File: config.mk
export PLATFORM = sky130hd
export DESIGN_NAME = mac_vector_flat
export DESIGN_NICKNAME = d
export VERILOG_FILES = /design/src/rtl/mac_vector_if.sv /design/src/rtl/mac_vector.sv /design/src/flat_wrapper.sv
export SDC_FILE = /design/constraint.sdc
export NUM_CORES = 1
export LEC_CHECK = 0
export CAP_MARGIN = 20
export CORE_MARGIN = 1.5
export CORE_UTILIZATION = 25
export DETAILED_ROUTE_END_ITERATION = 7
export PLACE_DENSITY = 0.51
export RECOVER_POWER = 50
export SETUP_SLACK_MARGIN = 0.4
export SYNTH_ARGS = -nofsm -noshare
export SYNTH_HDL_FRONTEND = slang
export SYNTH_SLANG_ARGS = --single-unit
File: constraint.sdc
create_clock -name clk -period 3.45 [get_ports clk]
set_clock_uncertainty 0.05 [all_clocks]
set_input_delay 0.69 -clock clk [delete_from_list [all_inputs] [get_ports clk]]
set_output_delay 0.69 -clock clk [all_outputs]
set_load 0.01 [all_outputs]
File: src/rtl/mac_vector_if.sv
// mac_vector_if: streaming handshake bundle for the mac_vector unit.
//   Input side : in_valid/in_ready handshake carrying x, w, in_last, bias, relu_en.
//   Output side: out_valid/out_ready handshake carrying out_data, out_sat.
// Modports:
//   master - the producer/consumer around the unit (drives beats, accepts results)
//   slave  - the mac_vector unit itself
interface mac_vector_if #(
  parameter int X_WIDTH   = 4,
  parameter int W_WIDTH   = 4,
  parameter int OUT_WIDTH = 8
);
  logic                 in_valid;
  logic                 in_ready;
  logic [X_WIDTH-1:0]   x;
  logic [W_WIDTH-1:0]   w;
  logic                 in_last;
  logic [OUT_WIDTH-1:0] bias;
  logic                 relu_en;
  logic                 out_valid;
  logic                 out_ready;
  logic [OUT_WIDTH-1:0] out_data;
  logic                 out_sat;

  modport master (
    output in_valid, x, w, in_last, bias, relu_en, out_ready,
    input  in_ready, out_valid, out_data, out_sat
  );

  modport slave (
    input  in_valid, x, w, in_last, bias, relu_en, out_ready,
    output in_ready, out_valid, out_data, out_sat
  );
endinterface

File: src/rtl/mac_vector.sv
// mac_vector: streaming multiply-accumulate with bias, optional ReLU and
// output saturation. One result per vector of (x, w) beats.
// Ports:
//   clk    - clock, all state on rising edge
//   rst_n  - asynchronous active-low reset
//   clear  - synchronous abort: drops partial vector and pending result
//   bus    - mac_vector_if.slave: input beat handshake and result handshake
// Pipeline: beat accepted at edge E -> product reg at E, accumulate at E+1,
// result (ReLU + clip) registered at E+2 for the last beat of a vector.
module mac_vector #(
  parameter int X_WIDTH   = 4,
  parameter int W_WIDTH   = 4,
  parameter int ACC_WIDTH = 16,
  parameter int OUT_WIDTH = 8,
  parameter int SIGNED    = 0
) (
  input logic         clk,
  input logic         rst_n,
  input logic         clear,
  mac_vector_if.slave bus
);
  localparam int   PW   = X_WIDTH + W_WIDTH;
  // Two guard bits so sums and comparisons against limits never overflow.
  localparam int   EW   = ACC_WIDTH + 2;
  localparam logic IS_S = (SIGNED != 0);

  localparam logic signed [EW-1:0] ONE     = {{(EW-1){1'b0}}, 1'b1};
  localparam logic signed [EW-1:0] ACC_MAX = IS_S ? (ONE <<< (ACC_WIDTH-1)) - ONE
                                                  : (ONE <<< ACC_WIDTH) - ONE;
  localparam logic signed [EW-1:0] ACC_MIN = IS_S ? -(ONE <<< (ACC_WIDTH-1)) : '0;
  localparam logic signed [EW-1:0] OUT_MAX = IS_S ? (ONE <<< (OUT_WIDTH-1)) - ONE
                                                  : (ONE <<< OUT_WIDTH) - ONE;
  localparam logic signed [EW-1:0] OUT_MIN = IS_S ? -(ONE <<< (OUT_WIDTH-1)) : '0;

  typedef enum logic [1:0] {IDLE, ACCUM, DRAIN, HOLD} state_t;

  state_t               state_q, state_d;
  logic                 run_q, run_d;
  logic [PW-1:0]        p_q, p_d;
  logic                 p_vld_q, p_vld_d;
  logic                 p_first_q, p_first_d;
  logic                 p_last_q, p_last_d;
  logic [OUT_WIDTH-1:0] bias_q, bias_d;
  logic                 relu_q, relu_d;
  logic [ACC_WIDTH-1:0] acc_q, acc_d;
  logic                 sat_q, sat_d;
  logic                 a_last_q, a_last_d;
  logic                 out_valid_q, out_valid_d;
  logic [OUT_WIDTH-1:0] out_data_q, out_data_d;
  logic                 out_sat_q, out_sat_d;

  logic                 in_ready;
  logic                 beat;
  logic signed [PW-1:0] x_m, w_m, prod;
  logic signed [EW-1:0] p_ext, bias_ext, acc_ext, base, sum, acc_clip;
  logic signed [EW-1:0] relu_val, out_clip;
  logic                 acc_hi, acc_lo, out_hi, out_lo;
  logic                 unused_bits;

  // run_q keeps in_ready low while in reset and until the first clock edge.
  assign in_ready = run_q && (state_q == IDLE || state_q == ACCUM);
  assign beat     = bus.in_valid && in_ready && !clear;

  // Operands extended to the full product width; the low PW bits of the
  // product are exact for both signed and unsigned interpretations.
  assign x_m  = {{(PW-X_WIDTH){IS_S & bus.x[X_WIDTH-1]}}, bus.x};
  assign w_m  = {{(PW-W_WIDTH){IS_S & bus.w[W_WIDTH-1]}}, bus.w};
  assign prod = x_m * w_m;

  assign p_ext    = {{(EW-PW){IS_S & p_q[PW-1]}}, p_q};
  assign bias_ext = {{(EW-OUT_WIDTH){IS_S & bias_q[OUT_WIDTH-1]}}, bias_q};
  assign acc_ext  = {{(EW-ACC_WIDTH){IS_S & acc_q[ACC_WIDTH-1]}}, acc_q};

  // Accumulate stage: the first beat of a vector starts from the bias.
  assign base     = p_first_q ? bias_ext : acc_ext;
  assign sum      = base + p_ext;
  assign acc_hi   = sum > ACC_MAX;
  assign acc_lo   = sum < ACC_MIN;
  assign acc_clip = acc_hi ? ACC_MAX : (acc_lo ? ACC_MIN : sum);

  // Output stage: ReLU then clip to the output range.
  assign relu_val = (relu_q && acc_ext[EW-1]) ? '0 : acc_ext;
  assign out_hi   = relu_val > OUT_MAX;
  assign out_lo   = relu_val < OUT_MIN;
  assign out_clip = out_hi ? OUT_MAX : (out_lo ? OUT_MIN : relu_val);

  // Guard bits are always zero/sign copies after clipping.
  assign unused_bits = ^{acc_clip[EW-1:ACC_WIDTH], out_clip[EW-1:OUT_WIDTH]};

  always_comb begin
    state_d     = state_q;
    run_d       = 1'b1;
    p_d         = p_q;
    p_vld_d     = 1'b0;
    p_first_d   = p_first_q;
    p_last_d    = p_last_q;
    bias_d      = bias_q;
    relu_d      = relu_q;
    acc_d       = acc_q;
    sat_d       = sat_q;
    a_last_d    = 1'b0;
    out_valid_d = out_valid_q;
    out_data_d  = out_data_q;
    out_sat_d   = out_sat_q;

    if (beat) begin
      p_d       = prod;
      p_vld_d   = 1'b1;
      p_first_d = (state_q == IDLE);
      p_last_d  = bus.in_last;
      if (state_q == IDLE) begin
        bias_d = bus.bias;
        relu_d = bus.relu_en;
      end
    end

    if (p_vld_q) begin
      acc_d    = acc_clip[ACC_WIDTH-1:0];
      // Sticky flag restarts with each vector's first accumulation.
      sat_d    = (sat_q & ~p_first_q) | acc_hi | acc_lo;
      a_last_d = p_last_q;
    end

    if (a_last_q) begin
      out_valid_d = 1'b1;
      out_data_d  = out_clip[OUT_WIDTH-1:0];
      out_sat_d   = sat_q | out_hi | out_lo;
    end else if (out_valid_q && bus.out_ready) begin
      out_valid_d = 1'b0;
    end

    case (state_q)
      IDLE:    if (beat) state_d = bus.in_last ? DRAIN : ACCUM;
      ACCUM:   if (beat && bus.in_last) state_d = DRAIN;
      DRAIN:   if (a_last_q) state_d = HOLD;
      HOLD:    if (out_valid_q && bus.out_ready) state_d = IDLE;
      default: state_d = IDLE;
    endcase

    // Abort wins over any beat or result transfer in the same cycle.
    if (clear) begin
      state_d     = IDLE;
      p_vld_d     = 1'b0;
      a_last_d    = 1'b0;
      acc_d       = '0;
      sat_d       = 1'b0;
      out_valid_d = 1'b0;
      out_data_d  = '0;
      out_sat_d   = 1'b0;
    end
  end

  always_ff @(posedge clk or negedge rst_n) begin
    if (!rst_n) begin
      state_q     <= IDLE;
      run_q       <= 1'b0;
      p_q         <= '0;
      p_vld_q     <= 1'b0;
      p_first_q   <= 1'b0;
      p_last_q    <= 1'b0;
      bias_q      <= '0;
      relu_q      <= 1'b0;
      acc_q       <= '0;
      sat_q       <= 1'b0;
      a_last_q    <= 1'b0;
      out_valid_q <= 1'b0;
      out_data_q  <= '0;
      out_sat_q   <= 1'b0;
    end else begin
      state_q     <= state_d;
      run_q       <= run_d;
      p_q         <= p_d;
      p_vld_q     <= p_vld_d;
      p_first_q   <= p_first_d;
      p_last_q    <= p_last_d;
      bias_q      <= bias_d;
      relu_q      <= relu_d;
      acc_q       <= acc_d;
      sat_q       <= sat_d;
      a_last_q    <= a_last_d;
      out_valid_q <= out_valid_d;
      out_data_q  <= out_data_d;
      out_sat_q   <= out_sat_d;
    end
  end

  assign bus.in_ready  = in_ready;
  assign bus.out_valid = out_valid_q;
  assign bus.out_data  = out_data_q;
  assign bus.out_sat   = out_sat_q;
endmodule

File: src/flat_wrapper.sv
// flat-port wrapper written by rule: the top's interface ports become plain ports
module mac_vector_flat 
#(
  parameter int X_WIDTH   = 4,
  parameter int W_WIDTH   = 4,
  parameter int ACC_WIDTH = 16,
  parameter int OUT_WIDTH = 8,
  parameter int SIGNED    = 0
)
  (clk, rst_n, clear, bus_in_valid, bus_x, bus_w, bus_in_last, bus_bias, bus_relu_en, bus_out_ready, bus_in_ready, bus_out_valid, bus_out_data, bus_out_sat);
  mac_vector_if #(.X_WIDTH(X_WIDTH), .W_WIDTH(W_WIDTH), .OUT_WIDTH(OUT_WIDTH)) bus_i ();
  input logic clk;
  input logic rst_n;
  input logic clear;
  input wire logic [$bits(bus_i.in_valid)-1:0] bus_in_valid;
  input wire logic [$bits(bus_i.x)-1:0] bus_x;
  input wire logic [$bits(bus_i.w)-1:0] bus_w;
  input wire logic [$bits(bus_i.in_last)-1:0] bus_in_last;
  input wire logic [$bits(bus_i.bias)-1:0] bus_bias;
  input wire logic [$bits(bus_i.relu_en)-1:0] bus_relu_en;
  input wire logic [$bits(bus_i.out_ready)-1:0] bus_out_ready;
  output wire logic [$bits(bus_i.in_ready)-1:0] bus_in_ready;
  output wire logic [$bits(bus_i.out_valid)-1:0] bus_out_valid;
  output wire logic [$bits(bus_i.out_data)-1:0] bus_out_data;
  output wire logic [$bits(bus_i.out_sat)-1:0] bus_out_sat;
  assign bus_i.in_valid = bus_in_valid;
  assign bus_i.x = bus_x;
  assign bus_i.w = bus_w;
  assign bus_i.in_last = bus_in_last;
  assign bus_i.bias = bus_bias;
  assign bus_i.relu_en = bus_relu_en;
  assign bus_i.out_ready = bus_out_ready;
  assign bus_in_ready = bus_i.in_ready;
  assign bus_out_valid = bus_i.out_valid;
  assign bus_out_data = bus_i.out_data;
  assign bus_out_sat = bus_i.out_sat;
  mac_vector #(.X_WIDTH(X_WIDTH), .W_WIDTH(W_WIDTH), .ACC_WIDTH(ACC_WIDTH), .OUT_WIDTH(OUT_WIDTH), .SIGNED(SIGNED)) u_core (.clk(clk), .rst_n(rst_n), .clear(clear), .bus(bus_i));
endmodule
==> impl_metrics.env, run 1 <==
export IMPL_grt_pass1_vias=2489
export IMPL_slew_violations=68
export IMPL_numCtsBuffers=5
export IMPL_placed_area_um2=3712
export IMPL_first_pass_iters=4
export IMPL_cts_sinks=50
export IMPL_wirelength_um=7054
export IMPL_fillers=1257
export IMPL_overflow=0
export IMPL_synthArstFlopShare=1.000
export IMPL_min_period_ns=2.929
export IMPL_cp_required_ns=3.55
export IMPL_ys_seq_elements=50
export IMPL_antenna_found_initial=0
export IMPL_ios=34
export IMPL_ir_drop_mv=0.2135
export IMPL_worstPathMaxFanout=2
export IMPL_ant_nets=0
export IMPL_rsz0062_at_grt="no"
export IMPL_synth_seq_area_share=0.3967
export IMPL_synth_edff_count=0
export IMPL_startpoint_type="input port"
export IMPL_vias=2530
export IMPL_ys_types=51
export IMPL_cp_end_kind="flop"
export IMPL_finalHoldViolations=0
export IMPL_detailed_place_hpwl_um=5198
export IMPL_ff2ff_path_depth=9
export IMPL_drive_gt1_frac=0.1387
export IMPL_r2r_end="u_core.acc_q[11]"
export IMPL_r2r_start="u_core.p_first_q"
export IMPL_root_buffer="clkbuf_16"
export IMPL_hold_class="reg2reg"
export IMPL_r2r_slack_ns=0.63
export IMPL_timing_slew_headroom=-0.1726
export IMPL_violations="capacitance limit, slew limit"
export IMPL_crit_arrival_ns=3.03
export IMPL_area_growth_pct=23.80
export IMPL_synthCells=334
export IMPL_syn_num_nets=386
export IMPL_start_util=0.2594
export IMPL_startpoint="bus_x[2]"
export IMPL_timing_fmax_ghz=0.3414
export IMPL_fp_dieW_um=115.3
export IMPL_fin_area_um2=3905
export IMPL_cp_slowest_cell="fa_1"
export IMPL_pwr_density_cell_nw_per_um2=591.1
export IMPL_cts_hold_buffers_added=0
export IMPL_post_route_period_util=0.8489
export IMPL_setup_viol=0
export IMPL_path_class="in2reg"
export IMPL_synth_area_per_cell_um2=9.444
export IMPL_drtIter0Drc=116
export IMPL_grt_first_pass_wirelength_um=12150
export IMPL_cts_htree_levels=2
export IMPL_drc_errors=0
export IMPL_worstPathCellList="dlygate4sd2_1 > and2_1 > fa_1 > inv_1 > fa_1 > inv_2 > fa_2 > a21oi_2 > nor2_1 > nor2_1 > xor2_1 > o21ai_1"
export IMPL_drv_cap=2
export IMPL_routedWlPerCell_um=12.99
export IMPL_rows=40
export IMPL_grt_usage=0.1140
export IMPL_status="finished with violations"
export IMPL_routed_via_density=4.659
export IMPL_io_buffer_count=32
export IMPL_endpoint="u_core.p_q[6]"
export IMPL_clock_latency_ns=0.29
export IMPL_total_leakage_power_uw=0.001723
export IMPL_die_h_um=115.3
export IMPL_final_cells=543
export IMPL_tightest_slew_ns=1.759
export IMPL_fin_nets=426
export IMPL_hold_depth=2
export IMPL_clk_pin_slew_ns=0.07
export IMPL_synthFlopType="dfrtp_1"
export IMPL_whs_ns=0.4361
export IMPL_cts_buffer_depth=2
export IMPL_cts_tree="done"
export IMPL_grt_max_degree=36
export IMPL_core_area_um2=12160
export IMPL_netlist_area_um2=3154
export IMPL_routabilityCongestion=0.7671
export IMPL_yosys_warnings=0
export IMPL_slowest_delay_ns=0.49
export IMPL_die_area_um2=13300
export IMPL_place_inst=533
export IMPL_num_antenna_cells=0
[power breakdown]
group	internal, µW	switching (µW)
clock network	347	228
logic	425	502
registers	714	91.7
total	1490	822
[per-layer routing]
metal  vias to the layer above  global-route usage  wire (µm)
li1                       1246                   -          -
met1                      1223              0.1592       3626
met2                        51              0.1822       3123
met3                        10             0.01529        187
met4                         0             0.03786        116
met5                         -                   0          0
[what timing repair did]
item,4_1_cts,5_1_grt
resized for setup,12,4
pin swaps,9,7
buffers inserted,0,2
endpoints found under the setup margin,4,4
[layout make-up]
type / instances / area (µm²) / area share
Clock buffer: 5 / 125.1 / 0.03204
Clock inverter: 3 / 48.80 / 0.01250
Inverter: 17 / 68.82 / 0.01762
Multi-Input combinational cell: 256 / 1813 / 0.4643
Sequential cell: 50 / 1251 / 0.3204
Tap cell: 168 / 210.2 / 0.05383
Timing Repair Buffer: 44 / 387.9 / 0.09933
[kinds of logic after synthesis]
family	synth area share
mux	0.07338
flops	0.3967
other cells	0.001189
compound gates	0.1388
simple gates	0.2007
xor+xnor	0.02499
fa+ha+maj	0.1269
buf+inv	0.03728
[cell usage after synthesis, types with 2 or more instances]
cell type	instances	area, µm²
inv_1	15	56.30
nor4_1	2	12.51
o21ai_0	12	60.06
a21oi_1	16	80.08
mux2i_1	4	40.04
nand4_1	2	12.51
and2_1	11	68.82
ha_1	24	300.3
xor2_1	4	35.03
dfrtp_1	50	1251
xnor2_1	5	43.79
a31oi_1	5	31.28
nand2b_1	6	37.54
o211ai_1	3	22.52
nor2_1	40	150.1
nor3_1	11	55.05
nand3_1	10	50.05
a211oi_1	12	90.09
mux2_2	17	191.4
o21a_1	2	15.01
a21o_1	4	30.03
nand2_1	34	127.6
nor3b_1	5	37.54
fa_1	5	100.1
clkbuf_1	9	33.78
[layout by cell type, fill, tap and decap left out, types with 2 or more instances in the layout]
master           netlist  final
o21a_1                 2      2
dlygate4sd2_1          0      3
clkdlybuf4s15_1        0      2
nand2b_1               6      6
fa_1                   5      4
o21ai_0               12     10
a31oi_1                5      5
inv_1                 15     14
nor2_1                40     40
nand4_1                2      2
o211ai_1               3      3
nor3_1                11     11
o21ai_1                0      2
nor3b_1                5      5
clkdlybuf4s50_1        0     24
a211oi_1              12     12
a21oi_1               16     14
mux2i_1                4      4
nand3_1               10     10
nor4_1                 2      2
clkbuf_16              0      5
xnor2_1                5      5
a21oi_2                0      2
and2_1                11      9
xor2_1                 4      4
and2_4                 0      2
clkbuf_1               9      3
dfrtp_1               50     50
a21o_1                 4      4
ha_1                  24     23
buf_4                  0     10
nand2_1               34     34
mux2_2                17     17
[critical path: cells and delay by family]
| kind | cells | cell delay (ns) |
|---|---|---|
| fa+ha+maj | 3 | 1.32 |
| simple gates | 3 | 0.32 |
| compound gates | 2 | 0.21 |
| buf+inv | 3 | 0.35 |
| xor+xnor | 1 | 0.15 |
[registers in the layout, indices dropped and copies added (netlist names)]
name                  count
u_core.p_q                8
u_core.bias_q             8
u_core.bus.out_data       8
u_core.bus.out_sat        1
u_core.p_first_q          1
u_core.state_q            2
u_core.acc_q             16
u_core.p_last_q           1
u_core.a_last_q           1
u_core.p_vld_q            1
u_core.bus.out_valid      1
u_core.run_q              1
u_core.sat_q              1
[per-stage QoR]
step                TNS [ns]  utilization  setup slack [ns]  total power, µW
floorplan                  0            -            0.4340             1498
global placement     -0.2975       0.3052           -0.1189             1711
detailed placement   -0.3474       0.3052           -0.1282             1733
CTS                        0       0.3207            0.4122             2330
global route               0       0.3211            0.2672             2487
finish                     0       0.3211            0.5213             2308
[how the worst min path moves through the flow]
stage,slack (ns),to,startpoint
floorplan,0.34,u_core.a_last_q,rst_n
global placement,0.41,u_core.p_last_q,u_core.p_last_q
detailed placement,0.42,u_core.p_last_q,u_core.p_last_q
CTS,0.44,u_core.bus.out_sat,rst_n
global route,0.46,u_core.p_q[3],u_core.p_q[3]
finish,0.44,u_core.p_last_q,u_core.p_last_q
(Power assumes the default switching activity.)
==> run 2: changes to the inputs <==
--- a/config.mk
+++ b/config.mk
@@ -9,7 +9,7 @@
 export CORE_MARGIN = 1.5
 export CORE_UTILIZATION = 25
 export DETAILED_ROUTE_END_ITERATION = 7
-export PLACE_DENSITY = 0.51
+export PLACE_DENSITY = 0.52
 export RECOVER_POWER = 50
 export SETUP_SLACK_MARGIN = 0.4
 export SYNTH_ARGS = -nofsm -noshare
==> constraint.sdc (replaced) <==
create_clock -name clk -period 2.6 [get_ports clk]
set_clock_uncertainty 0.05 [all_clocks]
set_input_delay 0.52 -clock clk [delete_from_list [all_inputs] [get_ports clk]]
set_output_delay 0.52 -clock clk [all_outputs]
set_load 0.01 [all_outputs]
==> impl_metrics.env, run 2 (same netlist as run 1, synthesis figures left out) <==
export IMPL_fin_nets=461
export IMPL_grt_pass1_vias=2587
export IMPL_routed_via_density=4.562
export IMPL_startpoint_type="input port"
export IMPL_clk_pin_slew_ns=0.06
export IMPL_clock_latency_ns=0.29
export IMPL_first_pass_iters=4
export IMPL_timing_fmax_ghz=0.3760
export IMPL_numCtsBuffers=5
export IMPL_rsz0062_at_grt="yes"
export IMPL_power_uw=3706
export IMPL_overflow=0
export IMPL_ir_drop_mv=0.3079
export IMPL_cp_required_ns=2.72
export IMPL_whs_ns=0.4348
export IMPL_routed_wl_met3_um=178
export IMPL_grt_usage=0.1190
export IMPL_grt_first_pass_wirelength_um=12690
export IMPL_drive_gt1_frac=0.3374
export IMPL_cp_end_kind="flop"
export IMPL_place_ws_ns=-0.7101
export IMPL_vias=2632
export IMPL_crit_arrival_ns=2.78
export IMPL_num_antenna_cells=0
export IMPL_core_area_um2=12160
export IMPL_violations="setup timing"
export IMPL_routedWlPerCell_um=12.95
export IMPL_fillers=1211
export IMPL_path_class="in2reg"
export IMPL_largest_reg_flops=16
export IMPL_layout_common_cells="dfrtp_1, nor2_1, nand2_1, buf_4, clkdlybuf4s50_1"
export IMPL_dr_wl_met2_um=3482
export IMPL_total_leakage_power_uw=0.001955
export IMPL_rows=40
export IMPL_wl_met1_um=3689
export IMPL_min_period_ns=2.660
export IMPL_io_buffer_count=32
export IMPL_final_common_cell="dfrtp_1"
export IMPL_highest_layer="met4"
export IMPL_cts_hold_buffers_added=0
export IMPL_post_route_period_util=1.023
export IMPL_fp_dieW_um=115.3
export IMPL_pwr_density_cell_nw_per_um2=818.7
export IMPL_ios=34
export IMPL_fin_ws_ns=-0.05984
export IMPL_tightest_slew_ns=1.301
export IMPL_timing_slew_headroom=0.1326
export IMPL_routabilityCongestion=0.8283
export IMPL_drtIter0Drc=79
export IMPL_cts_sinks=50
export IMPL_finalHoldViolations=0
export IMPL_cts_tree="done"
export IMPL_drv_cap=0
export IMPL_drc_errors=0
export IMPL_antenna_found_initial=0
export IMPL_slew_violations=0
export IMPL_die_h_um=115.3
export IMPL_ant_nets=0
export IMPL_start_util=0.2594
export IMPL_setup_viol=2
export IMPL_cts_htree_levels=2
export IMPL_die_area_um2=13300
export IMPL_regMostFlops="u_core.acc_q"
export IMPL_area_growth_pct=43.51
export IMPL_wirelength_um=7471
export IMPL_detailed_place_hpwl_um=5504
export IMPL_status="finished with violations"
export IMPL_fin_util=0.3722
export IMPL_hold_class="reg2reg"
export IMPL_grt_max_degree=36
export IMPL_worstPathMaxFanout=2
export IMPL_root_buffer="clkbuf_16"
export IMPL_cts_buffer_depth=2
## run 2: final timing paths
kind	from	to	slack (ns)	depth (start not counted)
worst max register to register	u_core.p_first_q	u_core.acc_q[11]	0.06	10
worst min-delay path	u_core.p_last_q	u_core.p_last_q	0.43	2
worst max-delay path	bus_x[0]	u_core.p_q[7]	-0.06	12
min in group asynchronous	rst_n	u_core.acc_q[12]	0.44	1
worst min register to register	u_core.p_last_q	u_core.p_last_q	0.43	2
max in group asynchronous	rst_n	u_core.acc_q[9]	0.73	2
## run 2: routing by layer
layer,global-route usage,up-vias
met5,0,-
met4,0.03786,0
met3,0.01687,7
met2,0.1953,42
met1,0.1619,1266
li1,-,1317
## run 2: final cells by class
| cell class | count | area [µm²] | area share |
|---|---|---|---|
| Tap cell | 168 | 210.2 | 0.04643 |
| Sequential cell | 50 | 1252 | 0.2767 |
| Multi-Input combinational cell | 256 | 2158 | 0.4768 |
| Inverter | 17 | 68.82 | 0.01520 |
| Clock inverter | 1 | 7.507 | 0.001658 |
| Clock buffer | 6 | 128.9 | 0.02847 |
| Timing Repair Buffer | 79 | 700.7 | 0.1548 |
## run 2: critical path, cell delays in order
cell and delay (ns):
buf_6 0.09, and2_4 0.15, fa_1 0.54, inv_2 0.04
fa_1 0.51, inv_2 0.06, ha_4 0.25, a21o_1 0.11
a21oi_2 0.05, o21bai_1 0.16, mux2i_1 0.20, nand3_1 0.09
## run 2: timing repair
action / in CTS / in global routing
gates resized for setup: 77 / 10
endpoints found under the setup margin: 23 / 22
pin swaps: 33 / 18
setup buffers: 8 / 2
## run 2: metrics by stage
stage / instances / instance area [µm²] / setup TNS, ns
after global routing: 577 / 4527 / -0.4024
after global placement: 560 / 4040 / -3.124
after floorplan: 334 / 3278 / -0.5908
final: 577 / 4527 / -0.1141
after CTS: 575 / 4477 / -0.1486
after detailed placement: 560 / 4040 / -3.416
## run 2: power by group
| group | switching (µW) | internal (µW) | total [µW] |
|---|---|---|---|
| clock network | 279 | 352 | 631 |
| registers | 151 | 951 | 1100 |
| logic | 890 | 1080 | 1970 |
